==> config.mk <==
export PLATFORM = sky130hd
export DESIGN_NAME = score_tracker
export DESIGN_NICKNAME = d
export VERILOG_FILES = /design/src/rtl/score_tracker.sv
export SDC_FILE = /design/constraint.sdc
export NUM_CORES = 1
export LEC_CHECK = 0
export BUFFER_PORTS_ARGS = -buffer_cell sky130_fd_sc_hd__buf_2
export CAP_MARGIN = 20
export CORE_ASPECT_RATIO = 0.75
export CORE_MARGIN = 4
export CORE_UTILIZATION = 31
export DETAILED_ROUTE_END_ITERATION = 8
export SETUP_SLACK_MARGIN = 0.1
export SLEW_MARGIN = 20
export SYNTH_ARGS = -nofsm -noshare
export SYNTH_HDL_FRONTEND = slang
export SYNTH_SLANG_ARGS = --single-unit
==> constraint.sdc <==
create_clock -name clk -period 3.5 [get_ports clk]
set_clock_uncertainty 0.2 [all_clocks]
set_input_delay 0.525 -clock clk [delete_from_list [all_inputs] [get_ports clk]]
set_output_delay 0.525 -clock clk [all_outputs]
set_load 0.005 [all_outputs]
==> src/rtl/score_tracker.sv <==
// N-digit saturating BCD score with PLAY/OVER game state, blinking seven-segment output.
// Optional high-score tracking is compiled in when HISCORE_EN is defined.
module score_tracker #(
  parameter int DIGITS     = 2,
  parameter int BLINK_BITS = 23
) (
  input  logic                    clk,
  input  logic                    rst,
  input  logic                    goodCollButton,
  input  logic                    badCollButton,
  input  logic                    restartButton,
  output logic [4*DIGITS-1:0]     score_bcd,
  output logic [7*DIGITS-1:0]     ss,
  output logic [7*DIGITS-1:0]     dispScore,
  output logic                    gameOver,
  output logic                    blinkToggle,
  output logic [BLINK_BITS-1:0]   blinkCounter,
  output logic [4*DIGITS-1:0]     hiscore_bcd,
  output logic                    newHigh
);

  localparam int SW = 4*DIGITS;

  typedef enum logic {S_PLAY = 1'b0, S_OVER = 1'b1} state_t;

  function automatic logic [SW-1:0] bcd_inc(input logic [SW-1:0] v);
    logic [SW-1:0] r;
    logic          carry;
    logic          sat;
    r     = v;
    carry = 1'b1;
    sat   = 1'b1;
    for (int i = 0; i < DIGITS; i++)
      if (v[4*i +: 4] != 4'd9) sat = 1'b0;
    for (int i = 0; i < DIGITS; i++) begin
      if (carry) begin
        if (r[4*i +: 4] == 4'd9) begin
          r[4*i +: 4] = 4'd0;
        end else begin
          r[4*i +: 4] = r[4*i +: 4] + 4'd1;
          carry       = 1'b0;
        end
      end
    end
    return sat ? v : r;
  endfunction

  function automatic logic [6:0] seg7(input logic [3:0] d);
    case (d)
      4'd0:    return 7'h3F;
      4'd1:    return 7'h06;
      4'd2:    return 7'h5B;
      4'd3:    return 7'h4F;
      4'd4:    return 7'h66;
      4'd5:    return 7'h6D;
      4'd6:    return 7'h7D;
      4'd7:    return 7'h07;
      4'd8:    return 7'h7F;
      4'd9:    return 7'h6F;
      default: return 7'h00;
    endcase
  endfunction

  logic                  r_good_prev, r_bad_prev, r_restart_prev;
  state_t                r_state;
  logic [SW-1:0]         r_score;
  logic [BLINK_BITS-1:0] r_blink;

  logic                  w_good_edge, w_bad_edge, w_restart_edge;
  state_t                w_next_state;
  logic [SW-1:0]         w_next_score;
  logic                  w_enter_over;

  assign w_good_edge    = goodCollButton & ~r_good_prev;
  assign w_bad_edge     = badCollButton  & ~r_bad_prev;
  assign w_restart_edge = restartButton  & ~r_restart_prev;

  // Event priority: restart over bad over good.
  always_comb begin
    w_next_state = r_state;
    w_next_score = r_score;
    w_enter_over = 1'b0;
    case (r_state)
      S_PLAY: begin
        if (w_restart_edge) begin
          w_next_score = '0;
        end else if (w_bad_edge) begin
          w_next_state = S_OVER;
          w_enter_over = 1'b1;
        end else if (w_good_edge) begin
          w_next_score = bcd_inc(r_score);
        end
      end
      S_OVER: begin
        if (w_restart_edge) begin
          w_next_score = '0;
          w_next_state = S_PLAY;
        end
      end
      default: w_next_state = S_PLAY;
    endcase
  end

  always_ff @(posedge clk or negedge rst) begin
    if (!rst) begin
      r_good_prev    <= 1'b0;
      r_bad_prev     <= 1'b0;
      r_restart_prev <= 1'b0;
      r_state        <= S_PLAY;
      r_score        <= '0;
    end else begin
      r_good_prev    <= goodCollButton;
      r_bad_prev     <= badCollButton;
      r_restart_prev <= restartButton;
      r_state        <= w_next_state;
      r_score        <= w_next_score;
    end
  end

  // Counter stays 0 on the entry cycle, so it reads 1 after the first OVER posedge.
  always_ff @(posedge clk or negedge rst) begin
    if (!rst)
      r_blink <= '0;
    else if (r_state == S_OVER && !w_restart_edge)
      r_blink <= r_blink + BLINK_BITS'(1);
    else
      r_blink <= '0;
  end

`ifdef HISCORE_EN
  logic [SW-1:0] r_hiscore;
  logic          r_new_high;

  always_ff @(posedge clk or negedge rst) begin
    if (!rst) begin
      r_hiscore  <= '0;
      r_new_high <= 1'b0;
    end else if (w_restart_edge) begin
      r_new_high <= 1'b0;
    end else if (w_enter_over) begin
      if (r_score > r_hiscore) begin
        r_hiscore  <= r_score;
        r_new_high <= 1'b1;
      end else begin
        r_new_high <= 1'b0;
      end
    end
  end

  assign hiscore_bcd = r_hiscore;
  assign newHigh     = r_new_high;
`else
  assign hiscore_bcd = '0;
  assign newHigh     = 1'b0;
`endif

  always_comb begin
    ss = '0;
    for (int i = 0; i < DIGITS; i++)
      ss[7*i +: 7] = seg7(r_score[4*i +: 4]);
  end

  assign score_bcd    = r_score;
  assign gameOver     = (r_state == S_OVER);
  assign blinkCounter = r_blink;
  assign blinkToggle  = r_blink[BLINK_BITS-1];
  assign dispScore    = blinkToggle ? '0 : ss;

endmodule

==> results.md <==
| Quantity | This run |
|---|---|
| Run status | finished, final reports clean |
| Sw frac | 27.5% |
| Slew Limit Headroom | 42.6% |
| Input/output buffers | 65 |
| Synth Instances | 263 |
| Overall die area | 8890 µm² |
| Flip-flop cell with the highest count after synthesis | sky130_fd_sc_hd__dfrtp_1 |
| Worst supply voltage drop on vdd | 135 µV |
| Pin count of the biggest net entering global routing | 36 |
| Count of hold buffers inserted by post-cts repair | 0 |
| Number of synthesized flops with an enable pin | 0 |
| Kind of cell adding the most delay to the critical path | flip-flops |
| Post-layout net count | 343 |
| Avg WL per Cell | 13.3 µm |
| Highest metal layer with signal wires | met4 |
| Final Hold Viols | 0 |
| Die Width | 108 µm |
| Number of synthesized register bits | 35 |
| Internal power | 0.596 mW |
| Antenna fix cells | 0 |
| Power per cell area | 299 nW/µm² |
| Cell at the slowest stage of the critical path | sky130_fd_sc_hd__dfrtp_1 |
| Maximum clock frequency | 0.368 GHz |
| Root Buffer Master | sky130_fd_sc_hd__clkbuf_8 |
| Placed cell count | 414 |
| Post-detailed-route count of antenna-violating nets | 0 |
| Max-slew violation count | 0 |
| Most common cell after layout, fill and taps aside | sky130_fd_sc_hd__buf_2 |
| DR vias/cell | 4.81 |
| Layout Area Growth over Synthesis | 19.5% |
| Fraction of final layout cells sized beyond drive strength 1 | 24.4% |
| Vertical extent of the die | 82.7 µm |
| Number of non-filler instances in the completed layout | 422 |
| Count of clock tree sinks | 35 |
| Worst Setup End Kind | output port |
| CP cell instances | inv_1, ha_1, or2_2, a21oi_1, o21bai_1, nor2b_1, buf_2 |
| Total clock buffers created by CTS | 5 |
| Post-cts repair resize count | 0 |
| WL met1 | 2870 µm |
| Commonest cells after routing, fill and taps aside | sky130_fd_sc_hd__buf_2, sky130_fd_sc_hd__dfrtp_1, sky130_fd_sc_hd__nor2_1, sky130_fd_sc_hd__a21oi_1, sky130_fd_sc_hd__o21ai_0 |
| Rows | 26 |
| Iter 0 DRT Violations | 70 |
| Net Sw Power | 0.226 mW |
| Routed vias | 2028 |
| Proportion of synthesized flip-flops having asynchronous set or reset | 100% |
| Category of the worst setup path launch point | flip-flop |
| Initial standard-cell utilization of the core | 32.8% |
| Time the final worst path needs with I/O delays and setup | 2710 ps |
| Latest clock arrival within the worst-skew pair | 290 ps |
| Via count of the first global-routing pass | 1960 |
| Global-route wire length before repair | 9250 µm |
| Combinational group share of total power | 13.0% |
| Placeable core region | 7030 µm² |
| Total standard cell area after synthesis | 2300 µm² |
| Yosys warning total | 0 |
| Clock tree from TritonCTS | built |
| Aggregate routed wire length | 5610 µm |
| Sequential cell area fraction in the yosys report | 38.0% |
| Number of search-and-repair iterations in the first detailed-routing pass | 4 |
| Maximum fanout along the worst path | 9 |
| Maximum number of buffers from clock root to sink | 2 |
| Static leakage power | 1.25 nW |
| Total track usage | 12.9% |
| Count of pins on the block boundary | 75 |
| Total gr overflow | 0 |
| Required time of the critical path | 2770 ps |
| Hold Path Class | in -> async |
| Average footprint of a synthesized cell | 8.76 µm² |
| Relative contribution of sequential cells to total power | 51.7% |
| Final cycle utilization of the critical path | 77.6% |
| Setup TNS Final | 0 ps |
| Worst Path Arrival | 1990 ps |
| Clock-pin slew of the registers on the worst-case setup and hold paths | 70 ps |
| Fraction of power consumed by the clock network | 35.3% |
| Type of the worst setup path | reg -> out |
| DP Wirelength | 4220 µm |
| Crit path largest cell delay | 500 ps |
| Number of library cell types mapped by synthesis | 43 |
| Transition at the pin with the smallest max-transition slack | 854 ps |
| Buffers inserted by post-CTS timing repair | 0 |
| Met2 layer wire length in the routed design | 2370 µm |
| Max-cap check violation count | 0 |
| Final GP Congestion | 0.879 |
| Detailed route wirelength on metal3 | 324 µm |
| DRC violations left | 0 |
| Endpoints failing setup | 0 |
| Number of antenna violations at the first check in global routing | 0 |
| Unrepaired setup endpoints after global routing | no |
| Crit path buf inv count | 2 |
| H-tree depth reported by CTS | 2 |
## routing by layer
layer | GRT usage [%] | up-vias
li1 | - | 1022
met1 | 18.0 | 956
met2 | 19.5 | 45
met3 | 3.26 | 5
met4 | 4.16 | 0
met5 | 0 | -
## registers in the layout, indices dropped and copies added, names as in the netlist
register	cells
r_bad_prev	1
r_good_prev	1
gameOver	1
score_bcd	8
r_restart_prev	1
blinkCounter	23
## logic make-up after synthesis
group                      count (synthesis)  synth area share [%]
DFF                                       35                  38.0
buffers and inverters                     31                  6.68
AOI/OAI and AO/OA                         57                  14.4
adders and majority gates                 15                  8.14
other                                      1                 0.163
xor gates and xnor gates                  14                  5.32
and+or+nand+nor                          110                  27.3
## area by class of cell
class,instances,area (µm²)
Fill cell,729,4270
Multi-Input combinational cell,205,1310
Sequential cell,35,876
Timing Repair Buffer,65,325
Tap cell,98,123
Clock buffer,6,72.6
Inverter,11,41.3
Clock inverter,2,12.5
## through the flow
stage          cell area [µm²]  util (%)  hold slack, ps  total power [mW]  setup slack [ps]
6_report                  2760      39.2            97.5             0.823               786
5_1_grt                   2760      39.2             147             0.868               621
3_5_place_dp              2670      38.0             306             0.542              1080
4_1_cts                   2760      39.2             143             0.836               763
3_3_place_gp              2670      38.0             290             0.542              1170
2_1_floorplan             2330         -            29.4             0.499              1270
## power by group through the flow
stage	sequential (mW)	combinational, mW	clock, mW
after floorplan	0.429	0.0698	0
after global placement	0.432	0.109	0
after detailed placement	0.433	0.109	0
after CTS	0.425	0.109	0.301
after global routing	0.428	0.123	0.318
final	0.425	0.107	0.290
## final timing paths
| kind | start | to | slack [ps] | cells past startpoint |
|---|---|---|---|---|
| setup / recovery | score_bcd[1]$_DFFE_PN0P_ | dispScore[0] | 790 | 7 |
| hold reg to reg | blinkCounter[0]$_DFF_PN0_ | blinkCounter[0]$_DFF_PN0_ | 310 | 1 |
| hold / removal | rst | blinkCounter[18]$_DFF_PN0_ | 100 | 1 |
| min in group clk | goodCollButton | r_good_prev$_DFF_PN0_ | 160 | 1 |
| max in group asynchronous | rst | score_bcd[5]$_DFFE_PN0P_ | 2490 | 1 |
| setup reg to reg | score_bcd[1]$_DFFE_PN0P_ | score_bcd[6]$_DFFE_PN0P_ | 1230 | 6 |
## worst register-to-register path: stages (launching register included)
cell	delay [ps]
sky130_fd_sc_hd__dfrtp_1	480
sky130_fd_sc_hd__inv_1	180
sky130_fd_sc_hd__ha_1	220
sky130_fd_sc_hd__nand3b_1	210
sky130_fd_sc_hd__nand2b_1	280
sky130_fd_sc_hd__or4_1	470
sky130_fd_sc_hd__a21oi_1	150
## cell usage after synthesis (2+ instances only)
master | number | share of area, %
sky130_fd_sc_hd__nand3_1 | 12 | 2.6
sky130_fd_sc_hd__nand4_1 | 7 | 1.9
sky130_fd_sc_hd__nor2_1 | 23 | 3.7
sky130_fd_sc_hd__clkbuf_1 | 10 | 1.6
sky130_fd_sc_hd__or3_1 | 5 | 1.4
sky130_fd_sc_hd__xnor2_1 | 8 | 3.0
sky130_fd_sc_hd__nand2_1 | 12 | 2.0
sky130_fd_sc_hd__xor2_1 | 6 | 2.3
sky130_fd_sc_hd__ha_1 | 15 | 8.1
sky130_fd_sc_hd__and4_1 | 2 | 0.76
sky130_fd_sc_hd__and2_1 | 2 | 0.54
sky130_fd_sc_hd__o21ai_0 | 17 | 3.7
sky130_fd_sc_hd__nand3b_1 | 2 | 0.65
sky130_fd_sc_hd__a21oi_1 | 22 | 4.8
sky130_fd_sc_hd__nand2b_1 | 6 | 1.6
sky130_fd_sc_hd__nor3_1 | 5 | 1.1
sky130_fd_sc_hd__dfrtp_1 | 35 | 38
sky130_fd_sc_hd__buf_4 | 10 | 3.3
sky130_fd_sc_hd__o31ai_1 | 5 | 1.6
sky130_fd_sc_hd__a21o_1 | 3 | 0.98
sky130_fd_sc_hd__or4_1 | 5 | 1.6
sky130_fd_sc_hd__inv_1 | 11 | 1.8
sky130_fd_sc_hd__and3_1 | 2 | 0.54
sky130_fd_sc_hd__nor4_1 | 3 | 0.81
sky130_fd_sc_hd__o22ai_1 | 2 | 0.54
sky130_fd_sc_hd__nor2b_1 | 16 | 4.3
(Power assumes the default switching activity.)
